## src/rtl/alu_writeback.sv

```systemverilog
// Execute/writeback stage: evaluates the condition code against the NZCV status register,
// updates flags and retire/skip counters, and holds one register-file write entry.
module alu_writeback #(
  parameter int DATA_W = 32,
  parameter int ADDR_W = 4,
  parameter int CNT_W  = 16
) (
  input  logic              Clk,
  input  logic              Rst,
  input  logic              In_Valid,
  output logic              In_Ready,
  input  logic [DATA_W-1:0] Alu_Out,
  input  logic [3:0]        Alu_Flags,
  input  logic [3:0]        Opcode,
  input  logic [3:0]        Cond,
  input  logic              S,
  input  logic [ADDR_W-1:0] Rd,
  output logic              Wb_Valid,
  input  logic              Wb_Ready,
  output logic [ADDR_W-1:0] Wb_Addr,
  output logic [DATA_W-1:0] Wb_Data,
  output logic [3:0]        Flags_Q,
  output logic [CNT_W-1:0]  Retire_Count,
  output logic [CNT_W-1:0]  Skip_Count
);

  typedef enum logic [3:0] {
    COND_EQ = 4'b0000, COND_NE = 4'b0001, COND_CS = 4'b0010, COND_CC = 4'b0011,
    COND_MI = 4'b0100, COND_PL = 4'b0101, COND_VS = 4'b0110, COND_VC = 4'b0111,
    COND_HI = 4'b1000, COND_LS = 4'b1001, COND_GE = 4'b1010, COND_LT = 4'b1011,
    COND_GT = 4'b1100, COND_LE = 4'b1101, COND_AL = 4'b1110, COND_NV = 4'b1111
  } cond_e;

  logic flag_n, flag_z, flag_c, flag_v;
  logic cond_pass;
  logic is_compare;
  logic accept;
  logic do_write;
  logic set_flags;

  assign flag_n = Flags_Q[3];
  assign flag_z = Flags_Q[2];
  assign flag_c = Flags_Q[1];
  assign flag_v = Flags_Q[0];

  // The entry may be overwritten in the same cycle it is drained, so a full
  // register does not stall the ALU while the register file keeps accepting.
  assign In_Ready = ~Wb_Valid | Wb_Ready;
  assign accept   = In_Valid & In_Ready;

  assign is_compare = (Opcode >= 4'b1000) && (Opcode <= 4'b1011);
  assign do_write   = accept & cond_pass & ~is_compare;
  assign set_flags  = accept & cond_pass & (S | is_compare);

  // Condition is judged against the flags before this instruction updates them.
  always_comb begin
    cond_pass = 1'b0;
    case (cond_e'(Cond))
      COND_EQ: cond_pass = flag_z;
      COND_NE: cond_pass = ~flag_z;
      COND_CS: cond_pass = flag_c;
      COND_CC: cond_pass = ~flag_c;
      COND_MI: cond_pass = flag_n;
      COND_PL: cond_pass = ~flag_n;
      COND_VS: cond_pass = flag_v;
      COND_VC: cond_pass = ~flag_v;
      COND_HI: cond_pass = flag_c & ~flag_z;
      COND_LS: cond_pass = ~flag_c | flag_z;
      COND_GE: cond_pass = (flag_n == flag_v);
      COND_LT: cond_pass = (flag_n != flag_v);
      COND_GT: cond_pass = ~flag_z & (flag_n == flag_v);
      COND_LE: cond_pass = flag_z | (flag_n != flag_v);
      COND_AL: cond_pass = 1'b1;
      COND_NV: cond_pass = 1'b0;
      default: cond_pass = 1'b0;
    endcase
  end

  // NOTE: non-blocking assignments keep every register sampling pre-edge values,
  // which is what lets back-to-back instructions see the previous flags cleanly.
  always_ff @(posedge Clk) begin
    if (Rst) begin
      Wb_Valid     <= 1'b0;
      Wb_Addr      <= '0;
      Wb_Data      <= '0;
      Flags_Q      <= 4'b0000;
      Retire_Count <= '0;
      Skip_Count   <= '0;
    end else begin
      if (do_write) begin
        Wb_Valid <= 1'b1;
        Wb_Addr  <= Rd;
        Wb_Data  <= Alu_Out;
      end else if (Wb_Ready) begin
        Wb_Valid <= 1'b0;
      end

      if (set_flags) begin
        Flags_Q <= Alu_Flags;
      end

      if (accept) begin
        if (cond_pass) begin
          Retire_Count <= Retire_Count + CNT_W'(1);
        end else begin
          Skip_Count <= Skip_Count + CNT_W'(1);
        end
      end
    end
  end

endmodule

```

## config.mk

```make
export PLATFORM = sky130hd
export DESIGN_NAME = alu_writeback
export DESIGN_NICKNAME = d
export VERILOG_FILES = /design/src/rtl/alu_writeback.sv
export SDC_FILE = /design/constraint.sdc
export NUM_CORES = 1
export LEC_CHECK = 0
export CORE_MARGIN = 1
export CORE_UTILIZATION = 45
export CTS_CLUSTER_DIAMETER = 40
export DETAILED_ROUTE_END_ITERATION = 12
export MAX_ROUTING_LAYER = met4
export PLACE_DENSITY = 0.79
export SYNTH_ARGS = -nofsm -noshare
export SYNTH_HDL_FRONTEND = slang
export SYNTH_SLANG_ARGS = --single-unit
```

## constraint.sdc

```tcl
create_clock -name Clk -period 4.3 [get_ports Clk]
set_input_delay 0.43 -clock Clk [delete_from_list [all_inputs] [get_ports Clk]]
set_output_delay 0.43 -clock Clk [all_outputs]
set_load 0.03 [all_outputs]
```

## Yosys cells after proc, flatten, opt, wreduce, memory -nomap -nowiden

Cells that the tools add are included.

- Word-level logic and storage cells: 52
- Input bits: 53
- Register bits: 73

- $add $sub $neg: 2
- $lt $le $gt $ge: 2
- Bitwise logic cells: 17
- Equality and inequality tests: 17
- Reductions and logical operators: 5
- Mux-type cells: 3

Operators with widths:

| cell | count |
|---|---|
| $add 16x1->16 const B | 2 |
| $eq 4x4->1 const B | 8 |
| $eq 4x3->1 const B | 4 |
| $pmux 1 s16 | 1 |
| $eq 4x2->1 const B | 2 |
| $not 1->1 | 7 |
| $and 1x1->1 | 6 |
| $eq 4x1->1 const B | 1 |
| $ge 4x4->1 const B | 1 |
| $le 4x4->1 const B | 1 |
| $logic_not 4->1 | 1 |
| $or 1x1->1 | 4 |
| $reduce_and 2->1 | 2 |
| $mux 1 | 2 |
| $reduce_bool 2->1 | 1 |
| $eq 1x1->1 | 1 |
| $logic_and 1x1->1 | 1 |
| $ne 1x1->1 | 1 |

## Longest topological paths before layout

Gate-level depths: netlist of the first run.

- Word-level depth: 6
- Mapped depth: 8
- Gate-level depth less buffers: 6

## Worst setup path after synthesis of the first run

OpenSTA, ideal clock, no wires.

- Path kind: flip-flop to flip-flop
- Start: reg Wb_Valid
- End: reg Skip_Count[10]
- Setup time: 121 ps
- Path slack: 1975 ps
- Path buffers: 1
- Data required time: 4179 ps
- Stages on the path, launching flop included: 8
- Data arrival time: 2205 ps
- Path through: dfxtp_1 > nor2b_1 > clkinv_1 > nand2_1 > clkbuf_1 > nor4_1 > mux2i_1 > mux2_2

- Cells in the longest elaborated chain, start to end: 4

RTL lines:

| what | line | source |
|---|---|---|
| start, declared | 18 | `output logic Wb_Valid,` |
| start signal, assigned | 83 | `Wb_Valid <= 1'b0;` |
| start signal, assigned | 91 | `Wb_Valid <= 1'b1;` |
| start signal, assigned | 95 | `Wb_Valid <= 1'b0;` |
| $not 1->1 | 48 | `assign In_Ready = ~Wb_Valid \| Wb_Ready;` |
| $or 1x1->1 | 48 |  |
| via In_Ready | 11 | `output logic In_Ready,` |
| $and 1x1->1 | 49 | `assign accept = In_Valid & In_Ready;` |
| $reduce_and 2->1 (no line) | -- |  |
| end signal, assigned | 106 | `Skip_Count <= Skip_Count + CNT_W'(1);` |
| end, declared | 24 | `output logic [CNT_W-1:0] Skip_Count` |

The timed path passes the listed nets, and every way through them passes these cells.
A chain may end at the register's enable or synchronous reset.

## Final worst setup path of the first run

- Start: in Cond[1]
- End: reg Wb_Addr[2]

- Cells in the longest elaborated chain, start to end: 4

RTL lines:

| what | line | source |
|---|---|---|
| start, declared | 15 | `input logic [3:0] Cond,` |
| $eq 4x4->1 (tied with other cells) | 58 | `case (cond_e'(Cond))` |
| $pmux 1 s16 (*) | 58 |  |
| $and 1x1->1 (*) (2 in a row) | 52 | `assign do_write = accept & cond_pass & ~is_compare;` |
| end signal, assigned | 92 | `Wb_Addr <= Rd;` |
| end, declared | 20 | `output logic [ADDR_W-1:0] Wb_Addr,` |

Mark *: on every way between the ends. The rest lies on a longest branch, timed or not.

==> results of run 1 <==
[registers in the layout, indices dropped and copies added (netlist names)]
name	count
Flags_Q	4
Wb_Valid	1
Retire_Count	16
Wb_Data	32
Wb_Addr	4
Skip_Count	16
[kinds of logic (layout without fill, tap and decap cells)]
| logic type | after synthesis | after routing |
|---|---|---|
| simple gates | 184 | 184 |
| xor+xnor | 3 | 3 |
| fa+ha+maj | 2 | 2 |
| flops | 73 | 73 |
| buf+inv | 43 | 161 |
| mux | 57 | 57 |
| compound gates | 70 | 70 |
[critical path: cells and delay by family]
family	cells	cell delay [ns]
mux	1	0.27
simple gates	1	0.32
buf+inv	2	1.10
compound gates	2	0.65
xor+xnor	1	0.38
[final cells by class]
| class | instances | area, µm² | share of cell area [%] |
|---|---|---|---|
| sequential | 73 | 1460 | 27.7 |
| timing repair buffer | 131 | 1290 | 24.5 |
| multi-input combinational | 316 | 2170 | 41.1 |
| inverter | 14 | 52.6 | 0.996 |
| clock buffer | 10 | 128 | 2.42 |
| tap | 105 | 131 | 2.49 |
| clock inverter | 6 | 43.8 | 0.830 |
[power groups by stage]
stage | clock [µW] | sequential (µW) | combinational [µW]
floorplan | 0 | 795 | 155
global placement | 0 | 738 | 334
detailed placement | 0 | 740 | 340
CTS | 492 | 725 | 341
global route | 525 | 729 | 363
finish | 482 | 726 | 340
[cells in the final DEF (no fill, tap or decap), drive strengths merged, types with 11 or more instances in the layout]
master / n
a21oi: 14
mux2i: 46
nor2b: 14
dfxtp: 73
nor4: 14
nand3: 11
clkdlybuf4s50: 124
inv: 14
mux2: 11
nor2: 15
nand2: 95
[stage by stage]
step                      util (%)  total power, µW  cell area (µm²)
final                         63.9             1550             5280
after global routing          63.9             1620             5280
after CTS                     63.9             1560             5280
after detailed placement      61.8             1080             5110
after global placement        61.8             1070             5110
after floorplan                  -              950             3850
[metal layers]
metal / vias up / GRT usage (%) / part of all wire (%)
met4: 0 / 9.22 / 1.6
met5: - / - / 0
met3: 18 / 7.09 / 10
met1: 1664 / 29.0 / 42
met2: 167 / 37.7 / 46
li1: 1802 / - / -
[path summary, 6_finish.rpt]
check / end / slack (ns) / cells after the start / startpoint
setup reg to reg: Wb_Addr[2] / 1.75 / 7 / Flags_Q[2]
hold / removal: Wb_Data[31] / 0.45 / 2 / Wb_Data[31]
setup / recovery: Wb_Addr[2] / 1.38 / 7 / Cond[1]
hold reg to reg: Wb_Data[31] / 0.45 / 2 / Wb_Data[31]
==> results.toml, run 1 <==
[outcome]
status = "finished, final reports clean"

[critical_path]
crit_chain = "clkdlybuf4s50_1 -> xnor2_1 -> o31a_1 -> a31oi_4 -> nor4_4 -> buf_4 -> mux2i_1"
worstSetupStartpointType = "input pin"
required_ns = 4.58
cp.arrival_ns = 3.20
end_kind = "flip-flop"
path_max_fanout = 37
slowest_stage = "clkdlybuf4s50_1"
slowest_delay_ns = 0.56
path_class = "input pin to flip-flop"

[hold_path]
min_path_type = "flip-flop to flip-flop"

[drt]
drc = 0
wl_um = 10100
dr.first_iter.drc_count = 216
wire_per_inst_um = 15.4
ant_nets = 0
num_vias = 3651
via_per_inst = 5.57
first_pass_iters = 5

[place]
place_inst = 639
finalWeightedCongestion = 0.795
place_ws_ns = 1.00
place_hpwl_um = 7060
io_buffers = 124

[cts]
clkLatencyLatePin_ns = 0.36
cts-root-buf = "clkbuf_8"
clk_pin_slew_ns = 0.08
ctsResizeCount = 0
cts.sink_count = 73
postCtsSetupBuffers = 0
holdBufCountCts = 0
cts_tree = "yes"
cts_buffers = 9
clock_path_buffers = 2
cts_max_level = 3

[sta]
grt_setup_unrepaired = "no"
fin_worst_skew_ns = 0.0112
worst_pin_slew_ns = 0.887
fmax_ghz = 0.342
slew_violations = 0
relSlewSlack_pct = 40.3
setup_viol = 0
finalCriticalPeriod_ns = 2.92
whs_ns = 0.455
finalCritPeriodShare_pct = 67.9
setup_tns_ns = 0
hold_viol = 0
setup_slack_ns = 1.38

[logic_synthesis]
yosys_most_used_dff = "dfxtp_1"
yosysWarnings = 0
syn_nets = 487
synth_edf_count = 0
synth_xor_area_share_pct = 0.682
yosys.area_share.simple_pct = 23.7
netlist_area_mm2 = 0.00385
syn_inst = 432
ys_types = 48
synth_top_family_by_area = "simple AND/OR/NAND/NOR gates"
synth.avg_cell_area_um2 = 8.91
seq_area_frac_synth_pct = 37.9
synth_area_leaders = "dfxtp_1 (38%), mux2i_1 (12%), nand2_1 (9.3%)"
synthArstFlopShare_pct = 0
yosysTopAreaCell = "dfxtp_1"
synth_fa_ha_area_share_pct = 0.650
muxShareOfSynthArea_pct = 15.2
synth_commonest_cells = "nand2_1 (95), dfxtp_1 (73), mux2i_1 (46)"
yosysTopAreaCellShare_pct = 37.9
synth-seq-cells = 73
synth-compound-area-share_pct = 15.8
yosysMostFrequentCell = "nand2_1"

[final_layout]
finalNetCount = 600
drive_gt1_share_pct = 8.18
n_fill_cell = 737
instances_no_fill = 655
syn_to_final_growth_pct = 37.0
diodes = 0

[pwr]
switchingPower_uw = 486
p_int_uw = 1060
cellPowerDensity_mw_per_mm2 = 293
seq_power_share_pct = 46.9
swShare_pct = 31.4
combinationalPowerShare_pct = 22.0
clkPwrFrac_pct = 31.1
vdd_drop_max_uv = 166
p_leak_uw = 0.00184

[grt]
grt_max_degree = 58
grt_pass1_wl_um = 16300
gr-total-overflow = 0
grt_pass1_vias = 3466
grt.total_usage_pct = 24.0
antenna_found_initial = 0

[run]
drv_cap = 0

[floorplanning]
die_y_um = 94.5
initial_core_util_pct = 46.6
die_w_um = 94.5
design.core.area_mm2 = 0.00826
io_pins = 127
num_rows = 33
die-area_mm2 = 0.00893
No activity file was read; power rests on OpenSTA's default activity.
==> inputs of run 2 (changes only) <==
--- a/config.mk
+++ b/config.mk
@@ -6,11 +6,11 @@
 export NUM_CORES = 1
 export LEC_CHECK = 0
 export CORE_MARGIN = 1
-export CORE_UTILIZATION = 45
+export CORE_UTILIZATION = 42
 export CTS_CLUSTER_DIAMETER = 40
 export DETAILED_ROUTE_END_ITERATION = 12
 export MAX_ROUTING_LAYER = met4
-export PLACE_DENSITY = 0.79
+export PLACE_DENSITY = 0.77
 export SYNTH_ARGS = -nofsm -noshare
 export SYNTH_HDL_FRONTEND = slang
 export SYNTH_SLANG_ARGS = --single-unit
==> constraint.sdc (replaced) <==
create_clock -name Clk -period 2.64 [get_ports Clk]
set_input_delay 0.264 -clock Clk [delete_from_list [all_inputs] [get_ports Clk]]
set_output_delay 0.264 -clock Clk [all_outputs]
set_load 0.03 [all_outputs]
==> run 2 against run 1 <==
The flow now finishes with violations (design-rule violations). Critical path depth did not move. Final cell count up 2.7%. Wire length is 2.9% higher. Clock power rose by 96%. Sequential cell count is the same. Critical endpoint is now Wb_Data[25]. Highest routed layer unchanged.
==> results.toml, run 2 (synthesized netlist as in run 1, its figures left out) <==
[outcome]
status = "finished, violations left"
violations = "design-rule violations"

[sta]
setup_slack_ns = 0.375
setup_tns_ns = 0
worst_pin_slew_ns = 0.564
hold_viol = 0
slew_violations = 0
relSlewSlack_pct = 62.1
fin_worst_skew_ns = 0.00699
setup_viol = 0
fmax_ghz = 0.442
finalCritPeriodShare_pct = 85.8
finalCriticalPeriod_ns = 2.26
grt_setup_unrepaired = "no"

[final_layout]
drive_gt1_share_pct = 10.6
largest_reg_flops = 32
layout_commonest_cell = "clkdlybuf4s50_1"
regMostFlops = "Wb_Data"
syn_to_final_growth_pct = 42.5
diodes = 0
layout_common_cells = "clkdlybuf4s50_1 (124), nand2_1 (95), dfxtp_1 (73), mux2i_1 (46), buf_4 (19)"
reg.largest.list = "Wb_Data x32, Retire_Count x16, Skip_Count x16"
n_fill_cell = 765
instances_no_fill = 673
finalNetCount = 616

[pwr]
vdd_drop_max_uv = 292
switchingPower_uw = 774
seq_power_share_pct = 43.4
p_leak_uw = 0.00196
swShare_pct = 28.4
cellPowerDensity_mw_per_mm2 = 496
clkPwrFrac_pct = 34.7
combinationalPowerShare_pct = 21.9
p_int_uw = 1950

[drt]
wire_per_inst_um = 15.4
ant_nets = 0
wl_um = 10400
dr.first_iter.drc_count = 152
via_per_inst = 5.58
num_vias = 3758
first_pass_iters = 9
drc = 9

[grt]
gr-total-overflow = 0
grt_max_degree = 90
grt_pass1_vias = 3565
grt.total_usage_pct = 22.4
antenna_found_initial = 0
grt_pass1_wl_um = 16800

[place]
io_buffers = 124
place_ws_ns = 0.0142
place_hpwl_um = 7350
finalWeightedCongestion = 0.793
place_inst = 658

[cts]
cts.sink_count = 73
cts_tree = "yes"
postCtsSetupBuffers = 0
clk_pin_slew_ns = 0.08
clkLatencyLatePin_ns = 0.35
cts-root-buf = "clkbuf_8"
cts_buffers = 9
clock_path_buffers = 2
ctsResizeCount = 0
holdBufCountCts = 0
cts_max_level = 3

[floorplanning]
initial_core_util_pct = 43.7
die_y_um = 97.8
design.core.area_mm2 = 0.00881
die-area_mm2 = 0.00956
die_w_um = 97.8
num_rows = 34
io_pins = 127

[critical_path]
worstSetupStartpointType = "input pin"
path_class = "input pin to flip-flop"
cp.arrival_ns = 2.53
slowest_stage = "clkdlybuf4s50_1"
end_kind = "flip-flop"
required_ns = 2.91
path_max_fanout = 37
path_common_cell = "nor4_4"
slowest_delay_ns = 0.52
crit_chain = "clkdlybuf4s50_1 -> or3_1 -> a31oi_4 -> nor4_4 -> nor4_4 -> buf_12 -> mux2i_1"

[hold_path]
min_path_type = "flip-flop to flip-flop"

[run]
drv_cap = 0
[run 2: critical path, delay by kind of cell]
kind | cells | cell delay (ns)
muxes | 1 | 0.24
buffers and inverters | 2 | 0.82
and+or+nand+nor | 3 | 0.89
AOI/OAI and AO/OA | 1 | 0.30
[run 2: area by class of cell]
| class | instances | area, µm² | share of cell area (%) |
|---|---|---|---|
| flip-flops and latches | 73 | 1460 | 26.6 |
| well taps | 108 | 135 | 2.46 |
| multi-input cells | 316 | 2170 | 39.5 |
| inverters | 14 | 52.6 | 0.957 |
| repair buffers | 147 | 1460 | 26.7 |
| clock buffers | 10 | 128 | 2.33 |
| clock inverters | 5 | 81.3 | 1.48 |
[run 2: stage by stage]
step | util (%) | hold WS (ns) | power (µW) | instance area, µm²
after floorplan | - | 0.406 | 1550 | 3850
after global placement | 60.0 | 0.441 | 1790 | 5280
after detailed placement | 60.0 | 0.447 | 1800 | 5280
after CTS | 62.3 | 0.452 | 2740 | 5490
after global routing | 62.3 | 0.466 | 2840 | 5490
final | 62.3 | 0.455 | 2720 | 5490
[run 2: power groups by stage]
stage               combinational [µW]  sequential, µW  clock (µW)
global placement                   587            1200           0
detailed placement                 596            1210           0
floorplan                          253            1290           0
CTS                                599            1180         964
global route                       633            1190        1020
finish                             597            1180         945
[run 2: layer usage]
layer | up-vias | share of wire [%] | track usage [%] | wire (µm)
li1 | 1829 | - | - | -
met1 | 1770 | 43 | 26.1 | 4460
met2 | 145 | 48 | 37.6 | 4940
met3 | 14 | 7.9 | 5.58 | 820
met4 | 0 | 1.4 | 7.93 | 150
met5 | - | 0 | - | 0
[run 2: final timing paths]
| check | start | slack, ns | depth (start not counted) | to |
|---|---|---|---|---|
| hold / removal | Wb_Data[2] | 0.46 | 2 | Wb_Data[2] |
| setup / recovery | Cond[3] | 0.38 | 7 | Wb_Data[25] |
| setup reg to reg | Flags_Q[2] | 0.48 | 6 | Wb_Data[25] |
| hold reg to reg | Wb_Data[2] | 0.46 | 2 | Wb_Data[2] |
